$ cat config.mk
export PLATFORM = sky130hd
export DESIGN_NAME = pong_game_state
export DESIGN_NICKNAME = d
export VERILOG_FILES = /design/src/rtl/pong_game_state.sv
export SDC_FILE = /design/constraint.sdc
export NUM_CORES = 1
export LEC_CHECK = 0
export BUFFER_PORTS_ARGS = -buffer_cell sky130_fd_sc_hd__buf_2
export CORE_UTILIZATION = 45
export CTS_BUF_LIST = sky130_fd_sc_hd__clkbuf_8
export CTS_CLUSTER_DIAMETER = 30
export DETAILED_ROUTE_END_ITERATION = 10
export GPL_TIMING_DRIVEN = 0
export HOLD_SLACK_MARGIN = 0.12
export PLACE_DENSITY = 0.69
export SLEW_MARGIN = 40
export SYNTH_ARGS = -nofsm -noshare
export SYNTH_HDL_FRONTEND = slang
export SYNTH_SLANG_ARGS = --single-unit
$ cat constraint.sdc
create_clock -name clk -period 5.85 [get_ports clk]
set_input_delay 0.585 -clock clk [delete_from_list [all_inputs] [get_ports clk]]
set_output_delay 0.585 -clock clk [all_outputs]
set_load 0.02 [all_outputs]
$ cat src/rtl/pong_game_state.sv
// Frame-rate pong engine: paddles, ball, scores and serve/point flow.
// Define PONG_P2_AI_EN to let P2 track the ball instead of p2_up/p2_down.
module pong_game_state #(
    parameter int WIDTH         = 640,
    parameter int HEIGHT        = 480,
    parameter int PADDLE_WIDTH  = 4,
    parameter int PADDLE_HEIGHT = 20,
    parameter int BALL_SIZE     = 2,
    parameter int PADDLE_SPEED  = 4,
    parameter int BALL_SPEED    = 2,
    parameter int WIN_SCORE     = 9,
    parameter int POINT_HOLD    = 60
) (
    input  logic       clk,
    input  logic       rst,
    input  logic       frame_tick,
    input  logic       p1_up,
    input  logic       p1_down,
    input  logic       p2_up,
    input  logic       p2_down,
    input  logic       serve,
    output logic [9:0] p1_paddle_pos,
    output logic [9:0] p2_paddle_pos,
    output logic [9:0] ball_x_pos,
    output logic [9:0] ball_y_pos,
    output logic [3:0] p1_score,
    output logic [3:0] p2_score,
    output logic       game_over
);
    localparam int HW = $clog2(POINT_HOLD);

    localparam logic [9:0] H_V     = 10'(HEIGHT);
    localparam logic [9:0] W_V     = 10'(WIDTH);
    localparam logic [9:0] PW_V    = 10'(PADDLE_WIDTH);
    localparam logic [9:0] PH_V    = 10'(PADDLE_HEIGHT);
    localparam logic [9:0] BS_V    = 10'(BALL_SIZE);
    localparam logic [9:0] PS_V    = 10'(PADDLE_SPEED);
    localparam logic [9:0] BV_V    = 10'(BALL_SPEED);
    localparam logic [9:0] PMAX_V  = 10'(HEIGHT - 1 - PADDLE_HEIGHT);
    localparam logic [9:0] PAD_RST = 10'((HEIGHT - PADDLE_HEIGHT) / 2);
    localparam logic [9:0] BX_RST  = 10'(WIDTH / 2 - BALL_SIZE / 2);
    localparam logic [9:0] BY_RST  = 10'(HEIGHT / 2 - BALL_SIZE / 2);
    localparam logic [3:0] WIN_V   = 4'(WIN_SCORE);
    localparam logic [HW-1:0] HOLD_LAST = HW'(POINT_HOLD - 1);

    typedef enum logic [1:0] {
        S_SERVE,
        S_PLAY,
        S_SCORED,
        S_OVER
    } state_t;

    state_t        state_q, state_d;
    logic [9:0]    p1_q, p1_d, p2_q, p2_d;
    logic [9:0]    bx_q, bx_d, by_q, by_d;
    logic [3:0]    s1_q, s1_d, s2_q, s2_d;
    logic [HW-1:0] hold_q, hold_d;
    logic          dx_q, dx_d;
    logic          dy_q, dy_d;
    logic          sdir_q, sdir_d;
    logic          go_q, go_d;

    logic hit1, hit2;
    logic p2_mv_up, p2_mv_dn;

    // Bounds are checked before stepping so the 10-bit position never wraps.
    function automatic logic [9:0] pad_step(input logic [9:0] pos,
                                            input logic up,
                                            input logic dn);
        logic [9:0] r;
        r = pos;
        if (up && !dn)
            r = (pos < PS_V) ? '0 : pos - PS_V;
        else if (dn && !up)
            r = (pos > PMAX_V - PS_V) ? PMAX_V : pos + PS_V;
        return r;
    endfunction

    assign hit1 = (by_q + BS_V > p1_q) && (by_q <= p1_q + PH_V);
    assign hit2 = (by_q + BS_V > p2_q) && (by_q <= p2_q + PH_V);

`ifdef PONG_P2_AI_EN
    logic unused_p2_keys;
    assign unused_p2_keys = p2_up ^ p2_down;
    assign p2_mv_up = (by_q + BS_V / 2 + PS_V) < (p2_q + PH_V / 2);
    assign p2_mv_dn = (by_q + BS_V / 2) > (p2_q + PH_V / 2 + PS_V);
`else
    assign p2_mv_up = p2_up;
    assign p2_mv_dn = p2_down;
`endif

    always_comb begin
        state_d = state_q;
        p1_d    = p1_q;
        p2_d    = p2_q;
        bx_d    = bx_q;
        by_d    = by_q;
        s1_d    = s1_q;
        s2_d    = s2_q;
        hold_d  = hold_q;
        dx_d    = dx_q;
        dy_d    = dy_q;
        sdir_d  = sdir_q;
        go_d    = go_q;
        if (frame_tick) begin
            if (state_q != S_OVER) begin
                p1_d = pad_step(p1_q, p1_up, p1_down);
                p2_d = pad_step(p2_q, p2_mv_up, p2_mv_dn);
            end
            unique case (state_q)
                S_SERVE: begin
                    if (serve) begin
                        state_d = S_PLAY;
                        dx_d    = sdir_q;
                    end
                end
                S_PLAY: begin
                    by_d = dy_q ? by_q + BV_V : by_q - BV_V;
                    if (!dy_q && by_q <= BV_V) begin
                        by_d = '0;
                        dy_d = 1'b1;
                    end else if (dy_q && by_q + BS_V + BV_V >= H_V) begin
                        by_d = H_V - BS_V;
                        dy_d = 1'b0;
                    end
                    bx_d = dx_q ? bx_q + BV_V : bx_q - BV_V;
                    // Paddle hit tests use the paddle positions before this frame.
                    if (!dx_q && bx_q <= PW_V + BV_V) begin
                        if (hit1) begin
                            bx_d = PW_V + 10'd1;
                            dx_d = 1'b1;
                        end else begin
                            s2_d    = (s2_q == WIN_V) ? s2_q : s2_q + 4'd1;
                            sdir_d  = 1'b0;
                            bx_d    = BX_RST;
                            by_d    = BY_RST;
                            state_d = S_SCORED;
                        end
                    end else if (dx_q && bx_q + BS_V + BV_V >= W_V - PW_V) begin
                        if (hit2) begin
                            bx_d = W_V - PW_V - BS_V - 10'd1;
                            dx_d = 1'b0;
                        end else begin
                            s1_d    = (s1_q == WIN_V) ? s1_q : s1_q + 4'd1;
                            sdir_d  = 1'b1;
                            bx_d    = BX_RST;
                            by_d    = BY_RST;
                            state_d = S_SCORED;
                        end
                    end
                end
                S_SCORED: begin
                    if (hold_q == HOLD_LAST) begin
                        hold_d = '0;
                        if (s1_q == WIN_V || s2_q == WIN_V) begin
                            state_d = S_OVER;
                            go_d    = 1'b1;
                        end else begin
                            state_d = S_SERVE;
                        end
                    end else begin
                        hold_d = hold_q + HW'(1);
                    end
                end
                S_OVER: begin
                    if (serve) begin
                        s1_d    = '0;
                        s2_d    = '0;
                        p1_d    = PAD_RST;
                        p2_d    = PAD_RST;
                        bx_d    = BX_RST;
                        by_d    = BY_RST;
                        sdir_d  = 1'b1;
                        go_d    = 1'b0;
                        state_d = S_SERVE;
                    end
                end
                default: ;
            endcase
        end
    end

    always_ff @(posedge clk) begin
        if (rst) begin
            state_q <= S_SERVE;
            p1_q    <= PAD_RST;
            p2_q    <= PAD_RST;
            bx_q    <= BX_RST;
            by_q    <= BY_RST;
            s1_q    <= '0;
            s2_q    <= '0;
            hold_q  <= '0;
            dx_q    <= 1'b1;
            dy_q    <= 1'b1;
            sdir_q  <= 1'b1;
            go_q    <= 1'b0;
        end else begin
            state_q <= state_d;
            p1_q    <= p1_d;
            p2_q    <= p2_d;
            bx_q    <= bx_d;
            by_q    <= by_d;
            s1_q    <= s1_d;
            s2_q    <= s2_d;
            hold_q  <= hold_d;
            dx_q    <= dx_d;
            dy_q    <= dy_d;
            sdir_q  <= sdir_d;
            go_q    <= go_d;
        end
    end

    assign p1_paddle_pos = p1_q;
    assign p2_paddle_pos = p2_q;
    assign ball_x_pos    = bx_q;
    assign ball_y_pos    = by_q;
    assign p1_score      = s1_q;
    assign p2_score      = s2_q;
    assign game_over     = go_q;
endmodule

# [Yosys cells after proc, flatten, opt, wreduce, memory -nomap -nowiden]
# Index checks and enable logic that the tools add are counted.
[op_classes] muxes=68 magnitude_cmp=12 n_reduce_logical=31 eq_ne=23 n_addsub=15
[ops] op="$mux W10" n=27
[ops] op="$add A10 B2 Y10 const B" n=4
[ops] op="$pmux W10 S2" n=2
[ops] op="$mux W4" n=8
[ops] op="$ne A2 B2 Y1 const B" n=12
[ops] op="$add A10 B3 Y10 const B" n=2
[ops] op="$add A10 B5 Y10 const B" n=2
[ops] op="$gt A10 B10 Y1" n=2
[ops] op="$gt A10 B9 Y1 const B" n=2
[ops] op="$le A10 B10 Y1" n=2
[ops] op="$lt A10 B3 Y1 const B" n=2
[ops] op="$sub A10 B2 Y10 const B" n=2
[ops] op="$sub A10 B3 Y10 const B" n=2
[ops] op="$reduce_and A6 Y1" n=3
[ops] op="$mux W2" n=8
[ops] op="$pmux W4 S2" n=2
[ops] op="$mux W1" n=15
[ops] op="$ne A3 B3 Y1 const B" n=5
[ops] op="$reduce_and A7 Y1" n=2
[ops] op="$ge A10 B10 Y1 const B" n=1
[ops] op="$ge A10 B9 Y1 const B" n=1
[ops] op="$le A10 B2 Y1 const B" n=1
[ops] op="$le A10 B3 Y1 const B" n=1
[ops] op="$logic_and A1 B1 Y1" n=10
[ops] op="17 further kinds" n=31
[totals] inputBits=8 out_inout_bits=49 regBits=60 wordCells=161

# [Longest topological paths before layout]
# Gate-level depths: netlist of the first run.
[logic_depth] depth_word=10 depth_mapped=14 depth_no_buf=14

# [Worst setup path after synthesis of the first run]
# No wires, ideal clock.
[synth_path] kind="reg2reg" startpoint="register by_q[1], in the netlist ball_y_pos[1]" endpoint="register sdir_q" t_required_ns=5.778 stages_incl_launch_ff=13 setup_time_ns=0.072 slack_ns=2.569 t_arrival_ns=3.210 synth_period_minus_slack_ns=3.281 n_path_buf=1 path_cell_list="dfxtp_1 ha_1 and3_1 buf_2 xnor2_1 ha_1 and4_1 a221o_1 a211oi_1 or3_1 o21ai_1 a211oi_1 mux2i_1"
[synth_via] elab_chain_cells=5 elab_cells_between_ends=10 classes_between="1 x add/sub; 4 x order compare; 2 x eq/ne; 3 x reduce/logical"
[synth_lines] element="start, declared" line_no="55" rtl="logic [9:0] bx_q, bx_d, by_q, by_d;"
[synth_lines] element="start signal, assigned" line_no="202" rtl="by_q <= by_d;"
[synth_lines] element="$add A10 B2 Y10" line_no="79, 80"
[synth_lines] element="$gt A10 B10 Y1, on equally long branches" line_no="80, 79"
[synth_lines] element="$logic_and A1 B1 Y1, on equally long branches" line_no="80, 79"
[synth_lines] element="$ne A3 B3 Y1 (no source line)"
[synth_lines] element="$reduce_and A6 Y1 (no source line) (*)"
[synth_lines] element="end signal, assigned" line_no="208" rtl="sdir_q <= sdir_d;"
[synth_lines] element="end, declared" line_no="60" rtl="logic sdir_q, sdir_d;"
# Mark *: on every way between the ends. The rest lies on a longest branch, timed or not.
# A chain may end at the register's enable or synchronous reset.

# [Worst setup path in the final report of the first run]
# Ends and elaborated chain as after synthesis.

==> out/qor.yml, run 1 <==
floorplanning:
  row_count: 41
  fp.dieW_um: 116.9
  die_h_um: 116.9
  num_io_pins: 57
  core-area_sq_mm: 0.01277
  die_area_sq_mm: 0.01367
  initial_core_util_pct: 46.53
detailed_routing:
  wl_um: 17670
  first_iter_violations: 498
  wire_per_inst_um: 16.86
  first_pass_iters: 5
  viasPerCell: 5.970
  ant_nets: 0
  drc: 0
  routed-via-count: 6257
timing:
  hold_viol_final: 0
  setup_ws_ps: 1788
  max_freq_ghz: 0.2462
  final-setup-viol-count: 0
  slew_viol_final: 0
  finalCriticalPeriod_ps: 4062
  period_share_pct: 69.44
  skew_ps: 8.073
  relSlewSlack_pct: 52.00
  tns_ps: 0
  worst_slew_pin_slew_ps: 720.1
  rsz0062_at_grt: "no"
cts:
  clkSlewWorstSetupHoldPaths_ps: 70
  numCtsBuffers: 9
  cts_tree: "done"
  cts_resized: 0
  clk_latency_ps: 360
  postCtsSetupBuffers: 0
  ctsHtreeMaxLevel: 3
  root_buffer: "clkbuf_8"
  ctsHoldBuffers: 0
  cts_max_path_buffers: 2
  cts_sinks: 60
placement:
  dp.cells: 1032
  dp_hpwl_um: 13270
  gp_congestion: 0.9400
  dpl_worst_slack_ps: 1842
  portBuffers: 54
synth:
  synth_cell_types: 76
  synth.net_count: 871
  synth_edf_count: 0
  synthFlopType: "dfxtp_1"
  ys_seq_area_share_pct: 20.21
  synthesis.area_sq_mm: 0.005943
  synthCells: 806
  synth_seq_cells: 60
  synth_warnings: 0
  async_reset_ff_share_pct: 0
  postSynthAreaPerCell_sq_um: 7.374
worst_setup_path:
  critPathMaxFanout: 12
  crit_path_end_kind: "flop"
  start_kind: "flop"
  critPathKind: "flop to flop"
  worstPathArrival_ps: 4350
  r2r_setup_slack_ps: 1790
  required_ps: 6140
global_route:
  grtUsageTotal_pct: 26.96
  overflow: 0
  grt_antenna_before_repair: 0
  grt_pass1_wl_um: 28990
  grt_max_degree: 13
  grt_pass1_vias: 5726
pwr:
  ir_drop_v: 0.00009682
  finalPower_mw: 1.265
  pwr_density_cell_mw_per_mm2: 191.5
  leakage_nw: 2.722
hold_path:
  hp-class: "flop to flop"
layout:
  drive_gt1_share_pct: 12.44
  fin_util_pct: 51.71
  ff_latch_area_sq_mm: 0.001201
  nets: 936
  syn2layout_area_growth_pct: 11.14
  antenna-diode-count: 0
  finalNonFillerCells: 1048
  n_fill_cell: 1222
  multi_input_area_sq_mm: 0.004375
outcome:
  status: "complete, no violations"
run:
  maxCapViolCount: 0
## worst paths after layout
path | startpoint | endpoint | depth (start not counted)
max | ball_y_pos[1]$_SDFFE_PP1P_ | sdir_q$_SDFFE_PP1P_ | 11
min | p1_score[3]$_SDFFE_PP0P_ | p1_score[3]$_SDFFE_PP0P_ | 2
max reg2reg | ball_y_pos[1]$_SDFFE_PP1P_ | sdir_q$_SDFFE_PP1P_ | 11
min reg2reg | p1_score[3]$_SDFFE_PP0P_ | p1_score[3]$_SDFFE_PP0P_ | 2
## critical path, stage by stage (launching register included)
cell and delay, ps:
dfxtp_1 650, ha_1 380, xor2_1 480, ha_1 350
a21o_1 160, a21o_1 170, a221o_1 290, a211oi_1 400
or3_1 210, o21ai_1 120, a211oi_1 550, mux2i_1 240
## cell usage after synthesis, types with 5 or more instances
library cell  number  area (sq um)
a211oi_1          13         97.59
a21o_1            13         97.59
a21oi_1           55         275.3
a22oi_1            6         45.04
a31oi_1           17         106.4
a32oi_1            5         43.79
and2_1             6         37.54
and3_1             6         37.54
and4_1             8         70.07
buf_2             11         55.05
buf_4              5         37.54
clkbuf_1          33         123.9
dfxtp_1           60          1201
ha_1              57         713.2
inv_1             36         135.1
mux2i_1            5         50.05
nand2_1           82         307.8
nand2b_1          11         68.82
nand3_1           34         170.2
nand4_1           15         93.84
nor2_1            60         225.2
nor2b_1           15         93.84
nor3_1            25         125.1
nor4_1            11         68.82
o211ai_1           9         67.56
o21ai_0           52         260.3
o21bai_1           5         37.54
o31a_1             6         52.55
o31ai_1            5         37.54
or3_1             10         62.56
xnor2_1           30         262.8
xor2_1            10         87.58
## sequential cells by signal, indices dropped and copies added, names as in the netlist
| signal | count |
|---|---|
| hold_q | 6 |
| ball_y_pos | 10 |
| p1_paddle_pos | 10 |
| game_over | 1 |
| dx_q | 1 |
| dy_q | 1 |
| state_q | 2 |
| sdir_q | 1 |
| ball_x_pos | 10 |
| p2_paddle_pos | 10 |
| p2_score | 4 |
| p1_score | 4 |
## layout by cell type, fill, tap and decap left out, types with 17 or more instances in the layout
cell,n
a21oi_1,55
a31oi_1,17
buf_2,65
clkbuf_1,33
dfxtp_1,60
ha_1,57
inv_1,36
nand2_1,82
nand3_1,34
nor2_1,60
nor3_1,25
o21ai_0,52
xnor2_1,30
## cells by family after synthesis
kind of cell / Yosys count / share of synthesized area [%]
fa+ha+maj: 57 / 12.00
flops: 60 / 20.21
xor+xnor: 41 / 6.168
buf+inv: 87 / 6.168
mux: 7 / 1.263
compound gates: 243 / 27.26
simple gates: 311 / 26.93
## metrics by stage
stage                     hold slack, ps  instance area, sq um
after floorplan                    458.4                  5943
after global placement             474.8                  6429
after detailed placement           481.2                  6429
after CTS                          497.6                  6605
after global routing               515.6                  6605
final                              489.2                  6605
## final cells by class
type                       count  area share, %
buffer                        50          3.448
clock buffer                  10          2.084
clock inverter                 6         0.5872
inverter                      37          2.103
multi-input combinational    659          66.24
sequential                    60          18.19
tap                          172          3.258
timing repair buffer          54          4.092
## power breakdown
group          total, mW  internal, mW  switching [mW]
sequential         0.451         0.423          0.0279
combinational      0.463         0.180           0.284
clock              0.350         0.164           0.186
total               1.27         0.767           0.498
## metal layers
layer	up-vias	wire, um	track usage (%)
met5	-	0	0
met4	0	434	11.39
met3	37	1104	3.708
met2	244	7833	41.34
met1	2877	8300	37.81
li1	3099	-	-
No activity file was read; power rests on OpenSTA's default activity.
==> run 2: changes to the inputs <==
==> constraint.sdc (replaced) <==
create_clock -name clk -period 4.15 [get_ports clk]
set_input_delay 0.415 -clock clk [delete_from_list [all_inputs] [get_ports clk]]
set_output_delay 0.415 -clock clk [all_outputs]
set_load 0.02 [all_outputs]
==> run 2 against run 1 <==
Combinational power grew 43%. Utilization grew 0.12 points. Power grew 42%. Die area unchanged. Final cell count unchanged. Via count rose by 0.34%. Highest routed layer unchanged.
==> out/qor.yml, run 2 (same netlist as run 1, synthesis figures left out) <==
detailed_routing:
  routed-via-count: 6278  # +0.34%
  ant_nets: 0  # unchanged
  drc: 0  # unchanged
  wl_um: 17730  # +0.34%
  viasPerCell: 5.990  # +0.34%
  first_iter_violations: 538  # +8.0%
  first_pass_iters: 5  # unchanged
  wire_per_inst_um: 16.92  # +0.34%
hold_path:
  hp-class: "input port to flop"
outcome:
  status: "complete, no violations"
floorplanning:
  die_h_um: 116.9  # unchanged
  core-area_sq_mm: 0.01277  # unchanged
  row_count: 41  # unchanged
  num_io_pins: 57  # unchanged
  die_area_sq_mm: 0.01367  # unchanged
  fp.dieW_um: 116.9  # unchanged
  initial_core_util_pct: 46.53  # unchanged
global_route:
  grt_pass1_wl_um: 28990  # unchanged
  overflow: 0  # unchanged
  grtUsageTotal_pct: 26.96  # unchanged
  grt_pass1_vias: 5726  # unchanged
  grt_max_degree: 13  # unchanged
  grt_antenna_before_repair: 0  # unchanged
worst_setup_path:
  critPathKind: "flop to flop"
  r2r_start: "ball_y_pos[2]$_SDFFE_PP1P_"
  critPathMaxFanout: 11  # -1
  rr_worst_depth: 13  # +2
  required_ps: 4360  # -1780 ps
  crit_path_end_kind: "flop"
  startpoint: "ball_y_pos[2]$_SDFFE_PP1P_"
  worstPathArrival_ps: 4080  # -270 ps
  r2r-end: "ball_y_pos[2]$_SDFFE_PP1P_"
  r2r_setup_slack_ps: 280  # -1510 ps
  start_kind: "flop"
  crit_path_end: "ball_y_pos[2]$_SDFFE_PP1P_"
pwr:
  pwr_density_cell_mw_per_mm2: 270.9  # +41%
  finalPower_mw: 1.793  # +42%
  leakage_nw: 2.725  # about the same
  ir_drop_v: 0.0001370  # +41%
timing:
  skew_ps: 8.681  # +0.6084 ps
  relSlewSlack_pct: 52.13  # +0.14 points
  period_share_pct: 93.24  # +24 points
  tns_ps: 0  # unchanged
  slew_viol_final: 0  # unchanged
  hold_viol_final: 0  # unchanged
  max_freq_ghz: 0.2584  # +5.0%
  rsz0062_at_grt: "no"
  worst_slew_pin_slew_ps: 718.0  # -2.025 ps
  finalCriticalPeriod_ps: 3870  # -192.7 ps
  final-setup-viol-count: 0  # unchanged
cts:
  cts_max_path_buffers: 2  # unchanged
  clk_latency_ps: 360  # about the same
  cts_sinks: 60  # unchanged
  cts_tree: "done"
  postCtsSetupBuffers: 0  # unchanged
  ctsHtreeMaxLevel: 3  # unchanged
  clkSlewWorstSetupHoldPaths_ps: 70  # about the same
  root_buffer: "clkbuf_8"
  numCtsBuffers: 9  # unchanged
  ctsHoldBuffers: 0  # unchanged
layout:
  antenna-diode-count: 0  # unchanged
  final_common_cell: "nand2_1"
  nets: 936  # unchanged
  drive_gt1_share_pct: 12.90  # +0.46 points
  syn2layout_area_growth_pct: 11.39
  final_cell_mix: "nand2_1 (82), buf_2 (65), nor2_1 (60)"
run:
  maxCapViolCount: 0  # unchanged
placement:
  gp_congestion: 0.9400  # unchanged
  dp_hpwl_um: 13270  # unchanged
  portBuffers: 54  # unchanged
[run 2: cell counts in the layout (fill, tap and decap cells not counted)]
Identical to the previous run, type by type.
[run 2: worst max-delay path, cell delays in order (launching register included)]
cell and delay (ps):
dfxtp_1 590, ha_1 370, nand3_2 160, nor3_4 290
xor2_2 370, ha_1 210, nand3_1 100, or2_2 320
a21oi_1 120, a2111o_1 220, a21o_1 240, nand3_1 200
nor2_1 370, a32oi_1 150
[run 2: power breakdown]
group,switching (mW),internal [mW]
Sequential,0.0396,0.597
Combinational,0.405,0.255
Clock,0.266,0.231
[run 2: worst min path at each step]
stage,cells after the start,slack (ps),end,start
final,4,480,state_q[0]$_SDFFE_PP0P_,frame_tick
after global routing,1,520,ball_x_pos[0]$_SDFFE_PP1P_,ball_x_pos[0]$_SDFFE_PP1P_
after CTS,4,470,state_q[0]$_SDFFE_PP0P_,frame_tick
after detailed placement,2,480,game_over$_SDFFE_PP0P_,game_over$_SDFFE_PP0P_
after global placement,2,470,game_over$_SDFFE_PP0P_,game_over$_SDFFE_PP0P_
after floorplan,2,460,hold_q[5]$_SDFFE_PP0P_,hold_q[5]$_SDFFE_PP0P_
[run 2: what timing repair did]
action	4_1_cts	5_1_grt
setup endpoints to repair	0	12
hold endpoints to repair	0	0
gates resized for setup	0	4
[run 2: final cells by class]
type	instances	area (sq um)
repair buffers	54	270.3
fillers	1221	6153
inverters	37	138.9
flip-flops and latches	60	1202
plain buffers	50	227.7
well taps	172	215.2
multi-input cells	659	4389
clock inverters	6	38.79
clock buffers	10	137.6
[run 2: routing by layer]
layer	up-vias	GRT usage (%)	part of all wire [%]
met5	-	0	0
met4	0	11.39	2.3
li1	3100	-	-
met1	2904	37.81	47
met3	31	3.708	6.3
met2	243	41.34	44
[run 2: stage by stage]
step                      hold WS, ps  worst slack (ps)  instances  utilization [%]  area (sq um)
after CTS                       470.5             114.6       1048            51.71          6605
after detailed placement        481.2             141.8       1032            50.33          6429
after floorplan                 458.4             868.7        806                -          5943
after global routing            515.6             3.016       1048            51.83          6620
final                           481.2             280.4       1048            51.83          6620
after global placement          474.8             138.0       1032            50.33          6429
==> run 3: changes to the inputs <==
--- a/config.mk
+++ b/config.mk
@@ -12,6 +12,7 @@
 export DETAILED_ROUTE_END_ITERATION = 10
 export GPL_TIMING_DRIVEN = 0
 export HOLD_SLACK_MARGIN = 0.12
+export MAX_ROUTING_LAYER = met4
 export PLACE_DENSITY = 0.69
 export SLEW_MARGIN = 40
 export SYNTH_ARGS = -nofsm -noshare
==> run 3 against run 2 <==
Clock power rose by 24%. Largest power group unchanged. Hold slack improved by 0.86 ps. Count of clock-buffer cells in the layout fell by 1. Non-clock buffer count did not move. Sequential power barely moved. Cell area rose by 0.77%. Highest routed layer unchanged.
==> out/qor.yml, run 3 (same netlist as run 1, synthesis figures left out) <==
worst_setup_path:
  critPathMaxFanout: 12  # +1
  crit_path_end_kind: "flop"
  critPathKind: "flop to flop"
  worstPathArrival_ps: 4030  # -50 ps
  required_ps: 4350  # about the same
  start_kind: "flop"
global_route:
  grt_pass1_vias: 5629  # -1.7%
  grtUsageTotal_pct: 27.40  # +0.45 points
  overflow: 0  # unchanged
  grt_antenna_before_repair: 0  # unchanged
  grt_max_degree: 13  # unchanged
  grt_pass1_wl_um: 28590  # -1.4%
detailed_routing:
  wire_per_inst_um: 16.89  # -0.15%
  routed-via-count: 6330  # +0.83%
  ant_nets: 0  # unchanged
  drc: 0  # unchanged
  first_pass_iters: 7  # +2
  first_iter_violations: 513  # -4.6%
  viasPerCell: 6.040  # +0.83%
  wl_um: 17710  # -0.15%
placement:
  dp_hpwl_um: 13220  # -0.32%
  portBuffers: 54  # unchanged
  detailed_place.area_sq_mm: 0.006429  # unchanged
  dpl_worst_slack_ps: 120.9  # -20.88 ps
  gp_congestion: 0.9616  # +2.3%
cts:
  cts_tree: "done"
  clkSlewWorstSetupHoldPaths_ps: 80  # about the same
  numCtsBuffers: 9  # unchanged
  clk_latency_ps: 360  # about the same
  cts_sinks: 60  # unchanged
  cts_max_path_buffers: 2  # unchanged
  root_buffer: "clkbuf_8"
  postCtsSetupBuffers: 0  # unchanged
  ctsHtreeMaxLevel: 3  # unchanged
timing:
  hold_viol_final: 0  # unchanged
  period_share_pct: 92.23  # -1.0 points
  skew_ps: 11.68  # +3.003 ps
  rsz0062_at_grt: "no"
  max_freq_ghz: 0.2613  # +1.1%
  final-setup-viol-count: 0  # unchanged
  finalCriticalPeriod_ps: 3827  # -42.21 ps
  tns_ps: 0  # unchanged
  worst_slew_pin_slew_ps: 728.8  # +10.79 ps
  relSlewSlack_pct: 51.01  # -1.1 points
  setup_ws_ps: 322.6  # +42.21 ps
  slew_viol_final: 0  # unchanged
floorplanning:
  die_area_sq_mm: 0.01367  # unchanged
  die_h_um: 116.9  # unchanged
  num_io_pins: 57  # unchanged
  initial_core_util_pct: 46.53  # unchanged
  row_count: 41  # unchanged
  fp.dieW_um: 116.9  # unchanged
  core-area_sq_mm: 0.01277  # unchanged
layout:
  antenna-diode-count: 0  # unchanged
  n_fill_cell: 1256  # +2.9%
  nets: 936  # unchanged
  drive_gt1_share_pct: 13.01  # +0.11 points
  final_common_cell: "nand2_1"
  final_cell_mix: "nand2_1 (82), buf_2 (65), nor2_1 (60)"
  syn2layout_area_growth_pct: 12.25
  final_area_sq_mm: 0.006671  # +0.77%
run:
  maxCapViolCount: 0  # unchanged
pwr:
  pwr_density_cell_mw_per_mm2: 286.2  # +5.7%
  leakage_nw: 2.747  # +0.82%
  ir_drop_v: 0.0001722  # +26%
hold_path:
  hp-class: "flop to flop"
outcome:
  status: "complete, no violations"
==> run 3: changes by cell type in the layout (fill, tap and decap cells not counted), sizes merged <==
cell,previous run,this run
bufinv,0,2
clkbuf,43,42
clkinvlp,2,1
==> run 3: cell type report <==
class | instances | area [sq um] | area share (%)
tap | 172 | 215.2 | 3.226
buffer | 50 | 227.7 | 3.413
inverter | 37 | 138.9 | 2.082
timing repair buffer | 54 | 270.3 | 4.051
multi-input combinational | 659 | 4393 | 65.85
sequential | 60 | 1204 | 18.04
clock buffer | 9 | 123.9 | 1.857
clock inverter | 7 | 98.84 | 1.482
==> run 3: where the power goes <==
part / switching [mW] / internal (mW)
clock network: 0.273 / 0.341
registers: 0.0389 / 0.597
logic: 0.405 / 0.254
==> run 3: worst max-delay path: stages (launching register included) <==
cell and delay, ps:
dfxtp_2 490, ha_1 360, nand3_2 160, nor3_4 290
xor2_2 370, ha_1 320, nand3_1 100, or2_2 130
nor2_1 40, a21oi_1 380, a21o_1 270, nand3_1 210
nor2_1 370, a32oi_1 160
==> run 3: path summary, 6_finish.rpt <==
kind / start / to / slack [ps] / cells after the start
max: ball_y_pos[1]$_SDFFE_PP1P_ / ball_y_pos[2]$_SDFFE_PP1P_ / 320 / 13
min: game_over$_SDFFE_PP0P_ / game_over$_SDFFE_PP0P_ / 480 / 2
max reg2reg: ball_y_pos[1]$_SDFFE_PP1P_ / ball_y_pos[2]$_SDFFE_PP1P_ / 320 / 13
min reg2reg: game_over$_SDFFE_PP0P_ / game_over$_SDFFE_PP0P_ / 480 / 2
==> run 3: per-layer routing <==
layer,vias up,part of all wire (%),global-route usage (%)
met5,-,0,-
met1,2928,47,37.80
met4,0,1.8,8.608
met2,266,44,41.54
met3,34,6.6,3.450
li1,3102,-,-
==> run 3: through the flow <==
step | power [mW] | cells | hold slack, ps | utilization (%)
floorplan | 1.123 | 806 | 458.4 | -
global placement | 1.281 | 1032 | 475.6 | 50.33
detailed placement | 1.287 | 1032 | 471.1 | 50.33
CTS | 1.899 | 1048 | 481.6 | 52.07
global route | 2.017 | 1048 | 524.1 | 52.23
finish | 1.909 | 1048 | 482.0 | 52.23
==> run 3: what timing repair did <==
item | 4_1_cts | 5_1_grt
hold buffers | 0 | 0
endpoints found under the setup margin | 0 | 6
gates resized for setup | 0 | 5
